<file path="config.mk">
export PLATFORM = sky130hd
export DESIGN_NAME = bk_add_scheduler
export DESIGN_NICKNAME = d
export VERILOG_FILES = /design/src/rtl/bk_add_scheduler.sv
export SDC_FILE = /design/constraint.sdc
export NUM_CORES = 1
export LEC_CHECK = 0
export ABC_AREA = 1
export BUFFER_PORTS_ARGS = -buffer_cell sky130_fd_sc_hd__buf_4
export CORE_UTILIZATION = 51
export DETAILED_ROUTE_END_ITERATION = 7
export PLACE_DENSITY_LB_ADDON = 0.08
export SYNTH_ARGS = -nofsm -noshare
export SYNTH_HDL_FRONTEND = slang
export SYNTH_HIERARCHICAL = 1
export SYNTH_SLANG_ARGS = --single-unit
</file>
<file path="constraint.sdc">
create_clock -name clk -period 3 [get_ports clk]
set_clock_uncertainty 0.2 [all_clocks]
set_input_delay 0.6 -clock clk [delete_from_list [all_inputs] [get_ports clk]]
set_output_delay 0.6 -clock clk [all_outputs]
set_load 0.02 [all_outputs]
</file>
<file path="src/rtl/bk_add_scheduler.sv">
// bk_add_scheduler: two-requester arbiter that shares one 4-bit Brent-Kung slice,
// computing WIDTH-bit a+b+cin LSB-chunk-first with the carry chained through a register.
`default_nettype none

module Brentkung (
  input  logic [3:0] a_i,
  input  logic [3:0] b_i,
  input  logic       cin_i,
  output logic [3:0] s_o,
  output logic       cout_o
);
  logic [3:0] g, p;
  logic       g10, p10, g32, p32, g20, p20, g30, p30;
  logic [4:1] c;

  assign g = a_i & b_i;
  assign p = a_i ^ b_i;

  // Up-sweep pairs, then root span, then the single down-sweep fill-in for bit 2.
  assign g10 = g[1] | (p[1] & g[0]);
  assign p10 = p[1] & p[0];
  assign g32 = g[3] | (p[3] & g[2]);
  assign p32 = p[3] & p[2];
  assign g30 = g32 | (p32 & g10);
  assign p30 = p32 & p10;
  assign g20 = g[2] | (p[2] & g10);
  assign p20 = p[2] & p10;

  assign c[1] = g[0] | (p[0] & cin_i);
  assign c[2] = g10  | (p10  & cin_i);
  assign c[3] = g20  | (p20  & cin_i);
  assign c[4] = g30  | (p30  & cin_i);

  assign s_o    = p ^ {c[3:1], cin_i};
  assign cout_o = c[4];
endmodule

module bk_add_scheduler #(
  parameter int WIDTH = 16
) (
  input  logic             clk,
  input  logic             rst_n,
  input  logic             req0_valid,
  output logic             req0_ready,
  input  logic [WIDTH-1:0] req0_a,
  input  logic [WIDTH-1:0] req0_b,
  input  logic             req0_cin,
  input  logic             req1_valid,
  output logic             req1_ready,
  input  logic [WIDTH-1:0] req1_a,
  input  logic [WIDTH-1:0] req1_b,
  input  logic             req1_cin,
  output logic             rsp_valid,
  input  logic             rsp_ready,
  output logic             rsp_id,
  output logic [WIDTH-1:0] rsp_sum,
  output logic             rsp_cout,
  output logic             busy
);
  localparam int NCH = WIDTH / 4;
  localparam int KW  = (NCH > 1) ? $clog2(NCH) : 1;
  localparam logic [KW-1:0] K_LAST = KW'(NCH - 1);

  typedef enum logic [1:0] {IDLE = 2'd0, RUN = 2'd1, DONE = 2'd2} state_t;

  state_t           state_q, state_d;
  logic [WIDTH-1:0] a_q, a_d, b_q, b_d, sum_q, sum_d;
  logic             carry_q, carry_d, cout_q, cout_d;
  logic             id_q, id_d, last_grant_q, last_grant_d;
  logic [KW-1:0]    k_q, k_d;

  logic             grant_valid, grant_id;
  logic [3:0]       a_chunk, b_chunk, slice_s;
  logic             slice_cout;

  always_comb begin
    grant_valid = 1'b0;
    grant_id    = 1'b0;
    if (state_q == IDLE) begin
      grant_valid = req0_valid | req1_valid;
      grant_id    = (req0_valid && req1_valid) ? ~last_grant_q : req1_valid;
    end
  end

  assign req0_ready = grant_valid & ~grant_id;
  assign req1_ready = grant_valid &  grant_id;

  always_comb begin
    a_chunk = 4'd0;
    b_chunk = 4'd0;
    for (int i = 0; i < NCH; i++) begin
      if (k_q == KW'(i)) begin
        a_chunk = a_q[4*i +: 4];
        b_chunk = b_q[4*i +: 4];
      end
    end
  end

  Brentkung u_slice (
    .a_i    (a_chunk),
    .b_i    (b_chunk),
    .cin_i  (carry_q),
    .s_o    (slice_s),
    .cout_o (slice_cout)
  );

  always_comb begin
    state_d      = state_q;
    a_d          = a_q;
    b_d          = b_q;
    sum_d        = sum_q;
    carry_d      = carry_q;
    cout_d       = cout_q;
    id_d         = id_q;
    last_grant_d = last_grant_q;
    k_d          = k_q;
    case (state_q)
      IDLE: begin
        if (grant_valid) begin
          a_d          = grant_id ? req1_a   : req0_a;
          b_d          = grant_id ? req1_b   : req0_b;
          carry_d      = grant_id ? req1_cin : req0_cin;
          k_d          = '0;
          id_d         = grant_id;
          last_grant_d = grant_id;
          state_d      = RUN;
        end
      end
      RUN: begin
        for (int i = 0; i < NCH; i++) begin
          if (k_q == KW'(i)) sum_d[4*i +: 4] = slice_s;
        end
        carry_d = slice_cout;
        k_d     = k_q + 1'b1;
        if (k_q == K_LAST) begin
          cout_d  = slice_cout;
          k_d     = '0;
          state_d = DONE;
        end
      end
      DONE: begin
        if (rsp_ready) state_d = IDLE;
      end
      default: state_d = IDLE;
    endcase
  end

  always_ff @(posedge clk or negedge rst_n) begin
    if (!rst_n) begin
      state_q      <= IDLE;
      a_q          <= '0;
      b_q          <= '0;
      sum_q        <= '0;
      carry_q      <= 1'b0;
      cout_q       <= 1'b0;
      id_q         <= 1'b0;
      last_grant_q <= 1'b1;
      k_q          <= '0;
    end else begin
      state_q      <= state_d;
      a_q          <= a_d;
      b_q          <= b_d;
      sum_q        <= sum_d;
      carry_q      <= carry_d;
      cout_q       <= cout_d;
      id_q         <= id_d;
      last_grant_q <= last_grant_d;
      k_q          <= k_d;
    end
  end

  assign rsp_valid = (state_q == DONE);
  assign busy      = (state_q != IDLE);
  assign rsp_id    = id_q;
  assign rsp_sum   = sum_q;
  assign rsp_cout  = cout_q;
endmodule

`default_nettype wire

</file>
==> summary.txt <==
Synthesis
  – Post-synthesis instance area: ~3000 um^2
  – Distinct cell type count of the synthesized netlist: 25
  – Yosys top cell area share: 0.452
  – Post-synth EDFFs: 0
  – Most area-hungry cell type in the Yosys netlist: dfrtp_1
  – Sequential fraction of the synthesis area: 0.461
  – Nets in the synthesized netlist: 468
  – Asr flop ratio synth: 1.00
  – Most common flop cell mapped by yosys: dfrtp_1
  – Avg Cell Area, Syn: 7.85 um^2
  – Number of synthesis warnings: 6
  – Synthesized netlist cell count: 388
  – Cells taking the most area after synthesis: dfrtp_1, nand2_1, nand3_1
  – Count of state elements after synthesis: 56

Clock network
  – Clock tree from TritonCTS: yes
  – Clock Path Buffers: 2
  – CTS H-tree depth: 2
  – # hold bufs at CTS: 0
  – CTS root buffer: clkbuf_8
  – Cells resized by post-CTS repair: 0
  – Clock slew seen by the registers of the worst setup and hold paths: around 0.090 ns
  – Source-to-sink clock delay at the later pin of the worst-skew pair: 0.31 ns
  – Inserted Clock Buffers: 5
  – Number of sinks on the clock net: 56
  – Post-CTS setup repair buffer count: 0

Pwr
  – Worst vdd ir: 0.562 mV
  – Lkg Pwr: 2.02 nW
  – Part of the total power dissipated in combinational logic: 0.581
  – Reported net switching power: 0.00205 W
  – Internal power: 0.00230 W
  – Clock network fraction of design power: 0.100
  – Power density over the cells: around 1100 nW/um^2
  – Sequential share of power: 0.318
  – Switch share: 0.471

Route
  – DRC Markers: 0
  – Final ANT Viol Nets: 0
  – First-pass iteration count of the detailed router: 4
  – Number of DRC violations after detailed-routing iteration 0: 119
  – Vias per cell: just over 5
  – Routed via count: 2790
  – Routed length per placed instance: 12.6 um
  – Aggregate routed wire length: approximately 6.9 mm

STA
  – Share of the clock period used by the worst path: 0.870
  – Slew at the pin closest to its max-slew limit: 0.690 ns
  – Final setup margin: about 0.39 ns
  – Final min period: 2.61 ns
  – Final hold violation count: 0
  – RSZ-0062 raised after global routing: no
  – Slew Viols, Final: 0
  – Setup-failing EPs final: 0
  – Total Negative Setup Slacks: 0 ns
  – Headroom to the max-slew limit: 0.540
  – Max Freq: 383 MHz

Placement
  – Input/output buffers: 92
  – Weighted congestion at the end of routability-driven global placement: between 0.8 and 0.9
  – Post-detailed-placement half-perimeter wirelength: 5.19 mm
  – DP Worst Slack: 0.403 ns

Global route
  – Global-route wire length before repair: 11.8 mm
  – GRT Overall Usage: 0.242
  – Antenna violations before repair: 0
  – Overflow after GRT: 0
  – Number of global-route vias before repair: 2735
  – Maximum number of pins on one net before global-route repair: 57

Worst setup path
  – Worst Path Required: ~3 ns
  – Setup slack on the worst flop-to-flop path: roughly 0.39 ns
  – Critical path class: flop to flop
  – Critical Path AT: 2.64 ns
  – Critical-path maximum fanout: 16
  – Number of cells traversed by the worst register-to-register path: 12
  – Worst flop-to-flop path startpoint: k_q[0]
  – Kind of start point of the critical path: flop
  – Kind of end point of the critical path: flop
  – Terminus of the critical flop-to-flop path: rsp_sum[13]

Run status
  – Result of the run: finished clean

Min path
  – Classification of the worst-slack hold path: input pin to async pin

Final layout
  – Footprint of the multi-input gates: approximately 1400 um^2
  – # fillers: between 500 and 600
  – Area growth, synth to finish: 25.5%
  – N_diodes: 0
  – Fraction of layout cells with a size suffix above 1: 0.283
  – # nets final: between 500 and 600
  – Area occupied by registers: 1400 um^2

Floorplanning
  – Top Ports: 93
  – Floorplan die area: 6280 um^2
  – Die Y-Extent: 79.3 um
  – Effective utilization at floorplan: 0.540
  – Floorplan core area: 5640 um^2
  – Floorplan row count: 27
  – Horizontal die dimension: 79.3 um

Job
  – Total of max-cap violations: 0
## cell families after synthesis
family                     synth area share
buffers and inverters                0.0785
adders and majority gates            0.0395
DFF                                   0.461
xor gates and xnor gates            0.00576
AOI/OAI and AO/OA                    0.0337
and+or+nand+nor                       0.382
## how the worst max path moves through the flow
stage	start	end	slack [ns]	depth (start not counted)
2_1_floorplan	k_q[0]	carry_q	0.66	18
3_3_place_gp	k_q[0]	rsp_sum[1]	0.53	12
3_5_place_dp	k_q[0]	rsp_sum[13]	0.40	12
4_1_cts	k_q[0]	rsp_sum[13]	0.39	12
5_1_grt	k_q[0]	carry_q	0.14	17
6_report	k_q[0]	rsp_sum[13]	0.39	12
## cell usage after synthesis (2+ instances only)
library cell	number
nand4_1	2
inv_4	3
nand2_1	123
xnor2_1	2
buf_2	8
inv_1	23
ha_1	8
nand3_1	85
buf_6	5
clkbuf_1	3
nand2_2	22
dfrtp_1	55
o21ai_0	18
nor2_1	20
## placed cells by master, fill, tap and decap left out
| cell | instances |
|---|---|
| nor2_4 | 1 |
| nand4_1 | 2 |
| fa_1 | 1 |
| o31ai_1 | 1 |
| nand3_2 | 1 |
| inv_1 | 23 |
| nand2_1 | 123 |
| nand2_4 | 1 |
| inv_4 | 3 |
| nand3_1 | 85 |
| xnor2_1 | 2 |
| nand2_2 | 22 |
| o21ai_1 | 1 |
| nor2_1 | 20 |
| dfrtp_1 | 55 |
| inv_2 | 1 |
| buf_4 | 96 |
| nand3_4 | 1 |
| ha_1 | 8 |
| clkbuf_8 | 7 |
| dfstp_2 | 1 |
| o21ai_0 | 18 |
## critical path: stages, from the launching register on
cell	delay (ns)
dfrtp_1	0.40
inv_1	0.09
ha_1	0.23
inv_1	0.33
nor2_1	0.08
nor2_1	0.09
nand2_1	0.07
nand2_1	0.08
inv_1	0.06
fa_1	0.43
xnor2_1	0.17
inv_1	0.11
o21ai_0	0.20
## metal layers
layer | wire (um) | share of wire | vias up | track usage
met5 | 0 | 0 | - | 0
met2 | 3470 | 0.51 | 83 | 0.427
met1 | 2950 | 0.43 | 1285 | 0.290
li1 | - | - | 1412 | -
met4 | 104 | 0.015 | 0 | 0.0982
met3 | 348 | 0.051 | 10 | 0.0437
## sequential cells by signal (all words and copies together) (netlist names)
signal	flops
rsp_id	1
rsp_cout	1
b_q	16
a_q	16
carry_q	1
k_q	2
last_grant_q	1
rsp_sum	16
state_q	2
## metrics by stage
stage	hold WS (ns)	cells	util	total power [W]	cell area, um^2
6_report	0.122	545	0.677	0.00435	3820
5_1_grt	0.184	545	0.677	0.00480	3820
4_1_cts	0.143	545	0.677	0.00440	3820
3_5_place_dp	0.258	538	0.660	0.00394	3720
3_3_place_gp	0.254	538	0.660	0.00387	3720
2_1_floorplan	0.104	388	-	0.00325	3040
## power groups by stage
stage          combinational (W)  clock, W  sequential (W)
6_report                 0.00253  0.000436         0.00139
5_1_grt                  0.00290  0.000470         0.00143
4_1_cts                  0.00256  0.000448         0.00139
3_5_place_dp             0.00255         0         0.00140
3_3_place_gp             0.00248         0         0.00139
2_1_floorplan            0.00178         0         0.00147
## layout make-up
class | count | area share
Sequential cell | 56 | 0.367
Multi-Input combinational cell | 287 | 0.367
Timing Repair Buffer | 96 | 0.189
Inverter | 27 | 0.0285
Clock buffer | 7 | 0.0252
Tap cell | 72 | 0.0236
No activity file was read; power rests on OpenSTA's default activity.
